$ cat src/rtl/write_buffer_pkg.sv
// Shared bus definitions for the posted-store write buffer: bus FSM encodings,
// arbiter slot indices and the FIFO entry layout.
package write_buffer_pkg;

  typedef enum logic [1:0] {
    BUS_IDLE  = 2'd0,
    BUS_WRITE = 2'd1,
    BUS_GAP   = 2'd2
  } bus_state_e;

  // Arbiter slot indices of the masters sharing the OR-combined bus
  localparam int BUS_SLOT_ICACHE = 0;
  localparam int BUS_SLOT_DCACHE = 1;
  localparam int BUS_SLOT_WBUF   = 2;
  localparam int BUS_SLOTS       = 3;

  typedef struct packed {
    logic [29:0] addr;
    logic [31:0] data;
  } wb_entry_t;

  function automatic logic [31:0] byte_addr(input logic [29:0] word);
    return {word, 2'b00};
  endfunction

endpackage

$ cat src/rtl/write_buffer_if.sv
// Bus-side handshake of the write buffer; master is the buffer, slave is the
// arbiter/memory side.
interface write_buffer_if;
  logic        bus_req;
  logic        bus_ack;
  logic [31:0] bus_addr;
  logic [31:0] bus_wdata;
  logic        bus_rd;
  logic        bus_wr;
  logic        bus_ready;

  modport master (
    output bus_req, bus_addr, bus_wdata, bus_rd, bus_wr,
    input  bus_ack, bus_ready
  );

  modport slave (
    input  bus_req, bus_addr, bus_wdata, bus_rd, bus_wr,
    output bus_ack, bus_ready
  );
endinterface

$ cat src/rtl/write_buffer_fifo.sv
// Circular store FIFO with word-address CAM probe; the youngest matching
// entry forwards its data and the tail-most entry can be merged in place.
module wb_fifo
  import write_buffer_pkg::*;
#(
  parameter int DEPTH = 4
) (
  input  logic                     clk,
  input  logic                     rst,
  input  logic                     alloc,
  input  logic                     merge,
  input  logic [29:0]              push_addr,
  input  logic [31:0]              push_data,
  input  logic                     pop,
  input  logic [29:0]              probe_addr,
  output wb_entry_t                head_entry,
  output logic [$clog2(DEPTH):0]   count,
  output logic                     tail_match,
  output logic                     tail_is_head,
  output logic                     hit,
  output logic [31:0]              hit_data
);

  localparam int PW = $clog2(DEPTH);
  localparam int CW = PW + 1;

  wb_entry_t       entries [DEPTH];
  logic [PW-1:0]   head;
  logic [PW-1:0]   tail;
  logic [PW-1:0]   last;
  logic [PW-1:0]   probe_idx;

  assign last         = tail - PW'(1);
  assign head_entry   = entries[head];
  assign tail_is_head = (last == head);
  assign tail_match   = (count != '0) && (entries[last].addr == push_addr);

  always_ff @(posedge clk or posedge rst) begin
    if (rst) begin
      head  <= '0;
      tail  <= '0;
      count <= '0;
    end else begin
      if (alloc)
        tail <= tail + PW'(1);
      if (pop)
        head <= head + PW'(1);
      case ({alloc, pop})
        2'b10:   count <= count + CW'(1);
        2'b01:   count <= count - CW'(1);
        default: count <= count;
      endcase
    end
  end

  // Storage has no reset: entries are only observed when covered by count
  always_ff @(posedge clk) begin
    if (alloc)
      entries[tail] <= '{addr: push_addr, data: push_data};
    else if (merge)
      entries[last].data <= push_data;
  end

  // Walk oldest to youngest so the youngest match is the one left standing
  always_comb begin
    hit       = 1'b0;
    hit_data  = '0;
    probe_idx = '0;
    for (int i = 0; i < DEPTH; i++) begin
      probe_idx = head + PW'(i);
      if (CW'(i) < count) begin
        if (entries[probe_idx].addr == probe_addr) begin
          hit      = 1'b1;
          hit_data = entries[probe_idx].data;
        end
      end
    end
  end

endmodule

$ cat src/rtl/write_buffer.sv
// Posted-store write buffer: accepts DCache stores, forwards them to loads and
// drains them in order onto the shared bus through an IDLE/WRITE/GAP FSM.
module write_buffer
  import write_buffer_pkg::*;
#(
  parameter int DEPTH = 4
) (
  input  logic                  clk,
  input  logic                  rst,
  input  logic                  wr_req,
  input  logic [31:0]           wr_addr,
  input  logic [31:0]           wr_data,
  output logic                  wr_full,
  input  logic [31:0]           rd_addr,
  output logic                  rd_hit,
  output logic [31:0]           rd_data,
  output logic                  drained,
  write_buffer_if.master        bus
);

  localparam int CW = $clog2(DEPTH) + 1;

  bus_state_e     state;
  bus_state_e     state_next;
  logic [CW-1:0]  count;
  wb_entry_t      head_entry;
  logic           tail_match;
  logic           tail_is_head;
  logic           merge;
  logic           alloc;
  logic           pop;
  logic           unused_addr_bits;

  assign unused_addr_bits = ^{wr_addr[1:0], rd_addr[1:0]};

  // A merge never targets the entry currently on the bus, and it is allowed
  // even when the buffer is full since it needs no new slot
  assign wr_full = (count == CW'(DEPTH));
  assign merge   = wr_req && tail_match && !(tail_is_head && state == BUS_WRITE);
  assign alloc   = wr_req && !merge && !wr_full;
  assign pop     = (state == BUS_WRITE) && bus.bus_ready;
  assign drained = (count == '0) && (state == BUS_IDLE);
  assign bus.bus_rd = 1'b0;

  wb_fifo #(.DEPTH(DEPTH)) u_fifo (
    .clk          (clk),
    .rst          (rst),
    .alloc        (alloc),
    .merge        (merge),
    .push_addr    (wr_addr[31:2]),
    .push_data    (wr_data),
    .pop          (pop),
    .probe_addr   (rd_addr[31:2]),
    .head_entry   (head_entry),
    .count        (count),
    .tail_match   (tail_match),
    .tail_is_head (tail_is_head),
    .hit          (rd_hit),
    .hit_data     (rd_data)
  );

  always_ff @(posedge clk or posedge rst) begin
    if (rst)
      state <= BUS_IDLE;
    else
      state <= state_next;
  end

  // Bus outputs are zero outside WRITE because the bus is OR-combined
  always_comb begin
    state_next    = state;
    bus.bus_req   = 1'b0;
    bus.bus_wr    = 1'b0;
    bus.bus_addr  = '0;
    bus.bus_wdata = '0;
    case (state)
      BUS_IDLE: begin
        bus.bus_req = (count != '0);
        if (bus.bus_ack && count != '0)
          state_next = BUS_WRITE;
      end
      BUS_WRITE: begin
        bus.bus_req   = 1'b1;
        bus.bus_wr    = 1'b1;
        bus.bus_addr  = byte_addr(head_entry.addr);
        bus.bus_wdata = head_entry.data;
        if (bus.bus_ready)
          state_next = BUS_GAP;
      end
      BUS_GAP: begin
        state_next = BUS_IDLE;
      end
      default: begin
        state_next = BUS_IDLE;
      end
    endcase
  end

endmodule

$ cat src/flat_wrapper.sv
// flat-port wrapper written by rule: the top's interface ports become plain ports
module write_buffer_flat import write_buffer_pkg::*;
#(
  parameter int DEPTH = 4
)
  (clk, rst, wr_req, wr_addr, wr_data, wr_full, rd_addr, rd_hit, rd_data, drained, bus_bus_req, bus_bus_addr, bus_bus_wdata, bus_bus_rd, bus_bus_wr, bus_bus_ack, bus_bus_ready);
  write_buffer_if bus_i ();
  input  logic clk;
  input  logic rst;
  input  logic wr_req;
  input  logic [31:0] wr_addr;
  input  logic [31:0] wr_data;
  output logic wr_full;
  input  logic [31:0] rd_addr;
  output logic rd_hit;
  output logic [31:0] rd_data;
  output logic drained;
  output wire logic [$bits(bus_i.bus_req)-1:0] bus_bus_req;
  output wire logic [$bits(bus_i.bus_addr)-1:0] bus_bus_addr;
  output wire logic [$bits(bus_i.bus_wdata)-1:0] bus_bus_wdata;
  output wire logic [$bits(bus_i.bus_rd)-1:0] bus_bus_rd;
  output wire logic [$bits(bus_i.bus_wr)-1:0] bus_bus_wr;
  input wire logic [$bits(bus_i.bus_ack)-1:0] bus_bus_ack;
  input wire logic [$bits(bus_i.bus_ready)-1:0] bus_bus_ready;
  assign bus_bus_req = bus_i.bus_req;
  assign bus_bus_addr = bus_i.bus_addr;
  assign bus_bus_wdata = bus_i.bus_wdata;
  assign bus_bus_rd = bus_i.bus_rd;
  assign bus_bus_wr = bus_i.bus_wr;
  assign bus_i.bus_ack = bus_bus_ack;
  assign bus_i.bus_ready = bus_bus_ready;
  write_buffer #(.DEPTH(DEPTH)) u_core (.clk(clk), .rst(rst), .wr_req(wr_req), .wr_addr(wr_addr), .wr_data(wr_data), .wr_full(wr_full), .rd_addr(rd_addr), .rd_hit(rd_hit), .rd_data(rd_data), .drained(drained), .bus(bus_i));
endmodule
$ cat config.mk
export PLATFORM = sky130hd
export DESIGN_NAME = write_buffer_flat
export DESIGN_NICKNAME = d
export VERILOG_FILES = /design/src/rtl/write_buffer_pkg.sv /design/src/rtl/write_buffer_if.sv /design/src/rtl/write_buffer_fifo.sv /design/src/rtl/write_buffer.sv /design/src/flat_wrapper.sv
export SDC_FILE = /design/constraint.sdc
export NUM_CORES = 1
export LEC_CHECK = 0
export BUFFER_PORTS_ARGS = -buffer_cell sky130_fd_sc_hd__buf_2
export CORE_AREA = 4 4 173 175
export DETAILED_ROUTE_END_ITERATION = 8
export DIE_AREA = 0 0 177 179
export GPL_ROUTABILITY_DRIVEN = 1
export HOLD_SLACK_MARGIN = 0.06
export PLACE_DENSITY = 0.86
export SKIP_LAST_GASP = 1
export SLEW_MARGIN = 20
export SYNTH_ARGS = -nofsm -noshare
export SYNTH_HDL_FRONTEND = slang
export SYNTH_SLANG_ARGS = --single-unit
$ cat constraint.sdc
create_clock -name clk -period 7.6 [get_ports clk]
set_clock_uncertainty 0.1 [all_clocks]
set_input_delay 0.76 -clock clk [delete_from_list [all_inputs] [get_ports clk]]
set_output_delay 0.76 -clock clk [all_outputs]
set_load 0.01 [all_outputs]
# After elaboration in Yosys (flattened, before gate mapping)
# Memories as Yosys holds them, arrays and structs flattened.
# Cells that the tools add are included.
# classes
n_addsub	7
multipliers	0
div	0
order_cmp	4
eq_ne	12
shifts	0
muxes	32
bitwise_logic	0
reduce_logical	18
# op_table
operator	n
two-way mux 32 bit	10
equality test 30 bit	5
two-way mux 62 bit	1
OR reduction 62 bit	1
two-way mux 1 bit	14
logical AND 1 bit	9
two-way mux 2 bit	4
< comparator 1 x 3 -> 1 bit, first input constant	2
< comparator 2 x 3 -> 1 bit, first input constant	2
one-hot mux 3 bit (2 select lines)	1
adder 2 x 1 -> 2 bit, second input constant	2
adder 2 bit, second input constant	2
equality test 2 x 1 -> 1 bit, second input constant	2
!= test 2 bit, second input constant	2
one-hot mux 2 bit (2 select lines)	1
adder 3 x 1 -> 3 bit, second input constant	1
equality test 3 bit, second input constant	1
logical NOT 1 bit	3
logical NOT 3 bit	1
nonzero test 3 bit	1
subtractor 3 x 1 -> 3 bit, second input constant	1
equality test 2 bit	1
equality test 2 bit, second input constant	1
logical NOT 2 bit	1
4 further kinds	4
# totals
regBits	9
latch_bits	0
ram_bits	248
mem_bits_ro	0
out_inout_bits	102
word_cells	78
mem_count	1
# memory_table
memory	words	word_bits	rd	rd_ports_with_merged_regs	wr	line	text
u_core.u_fifo.entries	4	62	5	0	1	write_buffer_fifo.sv:27	wb_entry_t entries [DEPTH];

# Depth between registers and ports, before layout
# An unclocked memory read counts as a cell.
# logic_depth
ltp_word	13
depth_mapped	17

# Hierarchy
# A second synthesis with hierarchy kept.
# hier_totals
hier_cells	1559
area_unflattened_um2	19000.7
# by_module_without_submodules
module	instances	cells_each	area_each_um2
wb_fifo	1	1468	18370.1
write_buffer	1	91	630.6

# Worst setup path before layout
# No wires, ideal clock.
# synth_timing
path_kind	register -> register
startpoint	register u_core.u_fifo.head[1]
endpoint	memory u_core.u_fifo.entries[1][0] in the netlist's numbering, enable pin
arrival_time_ns	4.693
required_time_ns	7.112
slack_ns	2.419
stages_incl_launch_ff	16
path_buffers	7
synth_period_minus_slack_ns	5.181
cell_sequence	dfrtp_1 buf_6 buf_12 buf_8 buf_12 buf_12 buf_4 buf_4 xor2_1 mux2i_1 o2111ai_1 nor4_1 a211oi_1 nand2_1 nor2_1 a21o_1
# synth_between
elab_chain_len	11
word_cells_on_any_way	15
classes_between	eq/ne: 1; mux: 7; reduce/logical: 7
# synth_rtl
element	line	text
start: declaration	write_buffer_fifo.sv:28	logic [PW-1:0] head;
start signal: assignment	write_buffer_fifo.sv:47	head <= head + PW'(1);
equality test 2 bit (*)	write_buffer_fifo.sv:35	assign tail_is_head = (last == head);
logical AND 1 bit (*)	write_buffer.sv:39	assign merge = wr_req && tail_match && !(tail_is_head && state == BUS_WRITE);
logical NOT 1 bit (*)	write_buffer.sv:39	
logical AND 1 bit (*)	write_buffer.sv:39	
logical NOT 1 bit	write_buffer.sv:40	assign alloc = wr_req && !merge && !wr_full;
logical AND 1 bit (2 in a row)	write_buffer.sv:40	
two-way mux 1 bit	write_buffer_fifo.sv:58	if (alloc)
two-way mux 1 bit (not written as such)	write_buffer_fifo.sv:61	entries[last].data <= push_data;
OR reduction 62 bit (no line)	n/a	
two-way mux 2 bit (no line)	n/a	
end: declaration	write_buffer_fifo.sv:27	
# Every way passes the cells marked *; elsewhere a longest branch is shown, timed or not.

# Worst setup path after layout
# layout_timing
startpoint	register u_core.u_fifo.head[0]
endpoint	output port rd_data[22]
# layout_between
elab_chain_len	10
word_cells_on_any_way	16
classes_between	add/sub: 3; eq/ne: 4; mux: 8; memory: 1
# layout_rtl
element	line	text
memory read (4 x 62 bit) (*)	n/a	
equality test 30 bit	write_buffer_fifo.sv:72	if (entries[probe_idx].addr == probe_addr) begin
two-way mux 32 bit	write_buffer_fifo.sv:72	
two-way mux 32 bit	write_buffer_fifo.sv:71	if (CW'(i) < count) begin
two-way mux 32 bit	write_buffer_fifo.sv:72	
two-way mux 32 bit	write_buffer_fifo.sv:71	
two-way mux 32 bit	write_buffer_fifo.sv:72	
two-way mux 32 bit	write_buffer_fifo.sv:71	
two-way mux 32 bit	write_buffer_fifo.sv:72	
two-way mux 32 bit (*)	write_buffer_fifo.sv:71	
end: declaration	flat_wrapper.sv:16	output logic [31:0] rd_data;
# Marked as above.

==> results.txt <==
The clock edge transition at the registers on the reported setup and hold paths is 0.06 ns. The clock sink total is between 200 and 300. CTS placed an instance of clkbuf_16 at the clock tree root.

The row count came out at between 60 and 70. Along the worst path, the maximum fanout reaches 59. Sorting the synthesized cells by area gives the leading types as edfxtp_1 (41%), mux2i_1 (8.9%), mux4_2 (8.0%).

The number of antenna violations at the first check in global routing is 4. The area enclosed by the die boundary is between 30000 and 40000 um2. The logic depth of the worst setup path including buffers came out at 11. The synthesized design spends more area on one cell type than any other, namely edfxtp_1. The number of endpoints failing setup at the final stage came out at 0. Dividing total power by cell area gives a power density of 390.8 nW/um2. The max-slew headroom at the worst pin is between 10% and 20%. The core region area came out at roughly 28000 um2.

In this run the deepest clock path goes through 3 buffers. The post-synthesis cell area came out at about 18000 um2. The filler cells instantiated in the layout total ~1.9k. In this run, the number of DRC markers left after iteration 0 of detailed routing was about 2.4k. The data arrival time of the critical path is slightly above 5 ns. The count of different cell masters after synthesis is 81. The count of cells along the worst register-to-register path came out at 8.

The CTS tree is done. The number of gates resized after CTS was 0. The number of buffers added by the clock tree synthesis step came out at 28. The worst hold path stage count came out at 1. The largest net degree at the start of global routing is 99. The proportion of register bits with asynchronous set or reset after synthesis came out at under 10%. The effective utilization at floorplan came out at 64.19%. The setup TNS is 0 ns. The min-delay analysis places its worst path in the category input pin to flop. The total wire length after detailed routing is about 57000 um.

The number of hold violations in the final report is 0. The minimum setup slack in the final design came out at 1.549 ns. The first-pass iteration count of the detailed router came out at 6. The required time at the endpoint of the critical path is slightly below 7 ns.

The global-route congestion overflow total is 0. The largest individual stage delay along the critical path comes from the cell dfrtp_4. In this run, placement finished with an instance count of slightly above 2k.

The sequential standard cell area is slightly below 8000 um2. The area growth from synthesis to layout came out at 10.43%. The library cells used most frequently in the layout, excluding fill and tap cells, are edfxtp_1 (248), buf_2 (195), mux2i_1 (162). After synthesis the netlist holds a flip-flop and latch count of ~260. The clock reaches the later pin of the worst-skew pair after about 0.57 ns. Pin placement for this block handled a little over 200 I/O pins. The maximum ir drop on the vdd rail came out at ~0.36 mV. In this design, the largest share of critical-path delay is due to simple AND/OR/NAND/NOR gates. The post-detailed-route count of antenna-violating nets is 0. The design draws slightly below 0.008 W. After legalization and detailed placement, the total HPWL measured just under 40000 um.

The startpoint class of the critical path is a flop. Timing analysis after detailed placement gives a worst setup slack of just over 2 ns. The max-cap violation count came out at 0. The post-synthesis sequential area ratio is a little over two fifths.

Cells with a size suffix above 1 make up 27.85% of the layout. The maximum clock frequency came out at 0.1652 GHz. The critical path contains buffers and inverters numbering 3 combined.

The first-pass GRT wire length came out at roughly 84000 um. The critical path is of the flop to primary output type. The top cell type's share of synthesized area is just over 40%.

The yosys synthesis warning count came out at 0. The via count of the first global-routing pass came out at approximately 14k. The signal on the critical path passes through buf_4 > mux4_2 > xnor2_1 > nand4_1 > or4_4 > nor4_4 > o211ai_4 > buf_16 > o221a_2 > a21oi_1 > buf_2. The mean number of vias per cell came out at 7.153.

Setup repair after global routing left no endpoint under its margin. The area of the multi-input gates is slightly below 10000 um2. The largest stage delay on the critical path is 0.96 ns. The flip-flop cell with the highest count after synthesis is edfxtp_1.

The number of nets at the end of the flow came out at about 1.8k. The part of the cycle the worst path needs is 79.62%. The mean routed wirelength per cell came out at approximately 27 um. The count of input and output buffers is 195. The height of the die is 179 um. STA classifies the critical path endpoint as a primary output. For the pin with the worst max-slew slack, the measured transition is 1.235 ns.

The post-synthesis cell count came out at 1558. The die width came out at roughly 180 um. The number of pins with negative max-slew slack in the final report came out at 0. The H-tree depth reported by CTS came out at 1. The synthesized area per cell is ~12 um2. After clock tree synthesis, the setup repair step added 0 buffers. The number of cells in the finished layout apart from fillers came out at between 2k and 2.5k.

The number of remaining DRC errors is 0. Buffers inserted to repair hold after CTS numbered 1. The number of synthesized flops with an enable pin is ~250. The total routing resource utilization after global routing came out at roughly a third. The leakage power of the design is 7.346 nW.

The leading cell type in the layout, fill and taps excluded is edfxtp_1. The routed design could run at a clock period as short as between 6 and 7 ns. The global placement routability congestion is approximately 1.1. The run finished with clean final reports. The routed layout has 14.90k vias.
==> worst reg2reg max path, stage by stage, from the launching register on <==
cell and delay [ns]:
dfrtp_2 0.95, buf_4 0.47, mux4_2 0.57, xnor2_1 0.30, nand4_1 0.17, nor4_1 1.05, nand3_1 0.47, a21oi_4 0.54
buf_4 0.45
==> area by class of cell <==
type / count / area share (%)
clock buffer: 32 / 3.547
antenna: 4 / 0.04960
sequential: 257 / 38.06
clock inverter: 20 / 1.017
timing repair buffer: 230 / 6.572
multi-input combinational: 1137 / 48.02
tap: 384 / 2.381
inverter: 19 / 0.3534
==> path summary, 6_finish.rpt <==
kind                                                   start  slack [ns]                                endpoint
min                                               wr_data[2]        0.31   u_core.u_fifo.entries[0][2]$_DFFE_PP_
min reg2reg                      u_core.state[1]$_DFFE_PP0P_        0.40             u_core.state[0]$_DFFE_PP0P_
min in group asynchronous                                rst        0.60      u_core.u_fifo.count[0]$_DFFE_PP0P_
max                        u_core.u_fifo.head[0]$_DFFE_PP0P_        1.55                             rd_data[22]
max in group asynchronous                                rst        6.50       u_core.u_fifo.head[1]$_DFFE_PP0P_
max reg2reg                u_core.u_fifo.tail[1]$_DFFE_PP0P_        2.19  u_core.u_fifo.entries[0][24]$_DFFE_PP_
==> power by group <==
| group | internal (W) | total (W) | switching, W |
|---|---|---|---|
| clock | 0.000781 | 0.00136 | 0.000579 |
| combinational | 0.00181 | 0.00436 | 0.00255 |
| sequential | 0.00187 | 0.00217 | 0.000298 |
| total | 0.00446 | 0.00789 | 0.00342 |
==> metal layers <==
metal	vias up	routed length, um	track usage (%)
met5	-	44	0
li1	6333	-	-
met1	7280	21610	48.35
met3	178	6994	7.613
met2	1102	26340	54.84
met4	6	2087	10.57
==> through the flow <==
stage / util (%) / area (um2) / hold slack (ns)
2_1_floorplan: - / 18280 / 0.3355
3_3_place_gp: 67.28 / 19160 / 0.3513
3_5_place_dp: 67.28 / 19160 / 0.3887
4_1_cts: 70.55 / 20090 / 0.2938
5_1_grt: 70.85 / 20170 / 0.2970
6_report: 70.88 / 20180 / 0.3073
==> state kept, by name (all words and copies together), names as in the netlist <==
register               cells
u_core.u_fifo.head         2
u_core.u_fifo.count        3
u_core.u_fifo.tail         2
u_core.u_fifo.entries    248
u_core.state               2
==> cells in the mapped netlist (all sizes together) (3+ instances only) <==
| cell type | n |
|---|---|
| edfxtp | 248 |
| mux2i | 164 |
| mux2 | 98 |
| nor2 | 98 |
| xnor2 | 97 |
| buf | 81 |
| a21oi | 77 |
| nand2 | 69 |
| mux4 | 66 |
| clkbuf | 60 |
| o21ai | 44 |
| o311ai | 37 |
| xor2 | 37 |
| or3 | 36 |
| o221a | 30 |
| and2 | 25 |
| o31ai | 22 |
| nand4 | 20 |
| inv | 19 |
| o22ai | 19 |
| and3 | 17 |
| nand3 | 17 |
| o31a | 17 |
| a211oi | 15 |
| nor4 | 14 |
| nor3 | 11 |
| a31oi | 10 |
| a22oi | 9 |
| dfrtp | 9 |
| o2111ai | 9 |
| nand2b | 7 |
| nor2b | 7 |
| o221ai | 7 |
| o2bb2ai | 6 |
| a22o | 5 |
| or4 | 5 |
| ha | 4 |
| a221oi | 3 |
| a2bb2oi | 3 |
| dlygate4sd1 | 3 |
| o211ai | 3 |
==> logic make-up after synthesis <==
group / share of synthesized area, %
flip-flops: 41.99
buffers and inverters: 5.327
multiplexers: 23.21
adder cells (fa/ha/maj): 0.2739
AND/OR/NAND/NOR: 9.449
AO/OA/AOI/OAI: 13.31
other: 0.02052
XOR/XNOR: 6.422
Power figures use the tool's default switching activity.
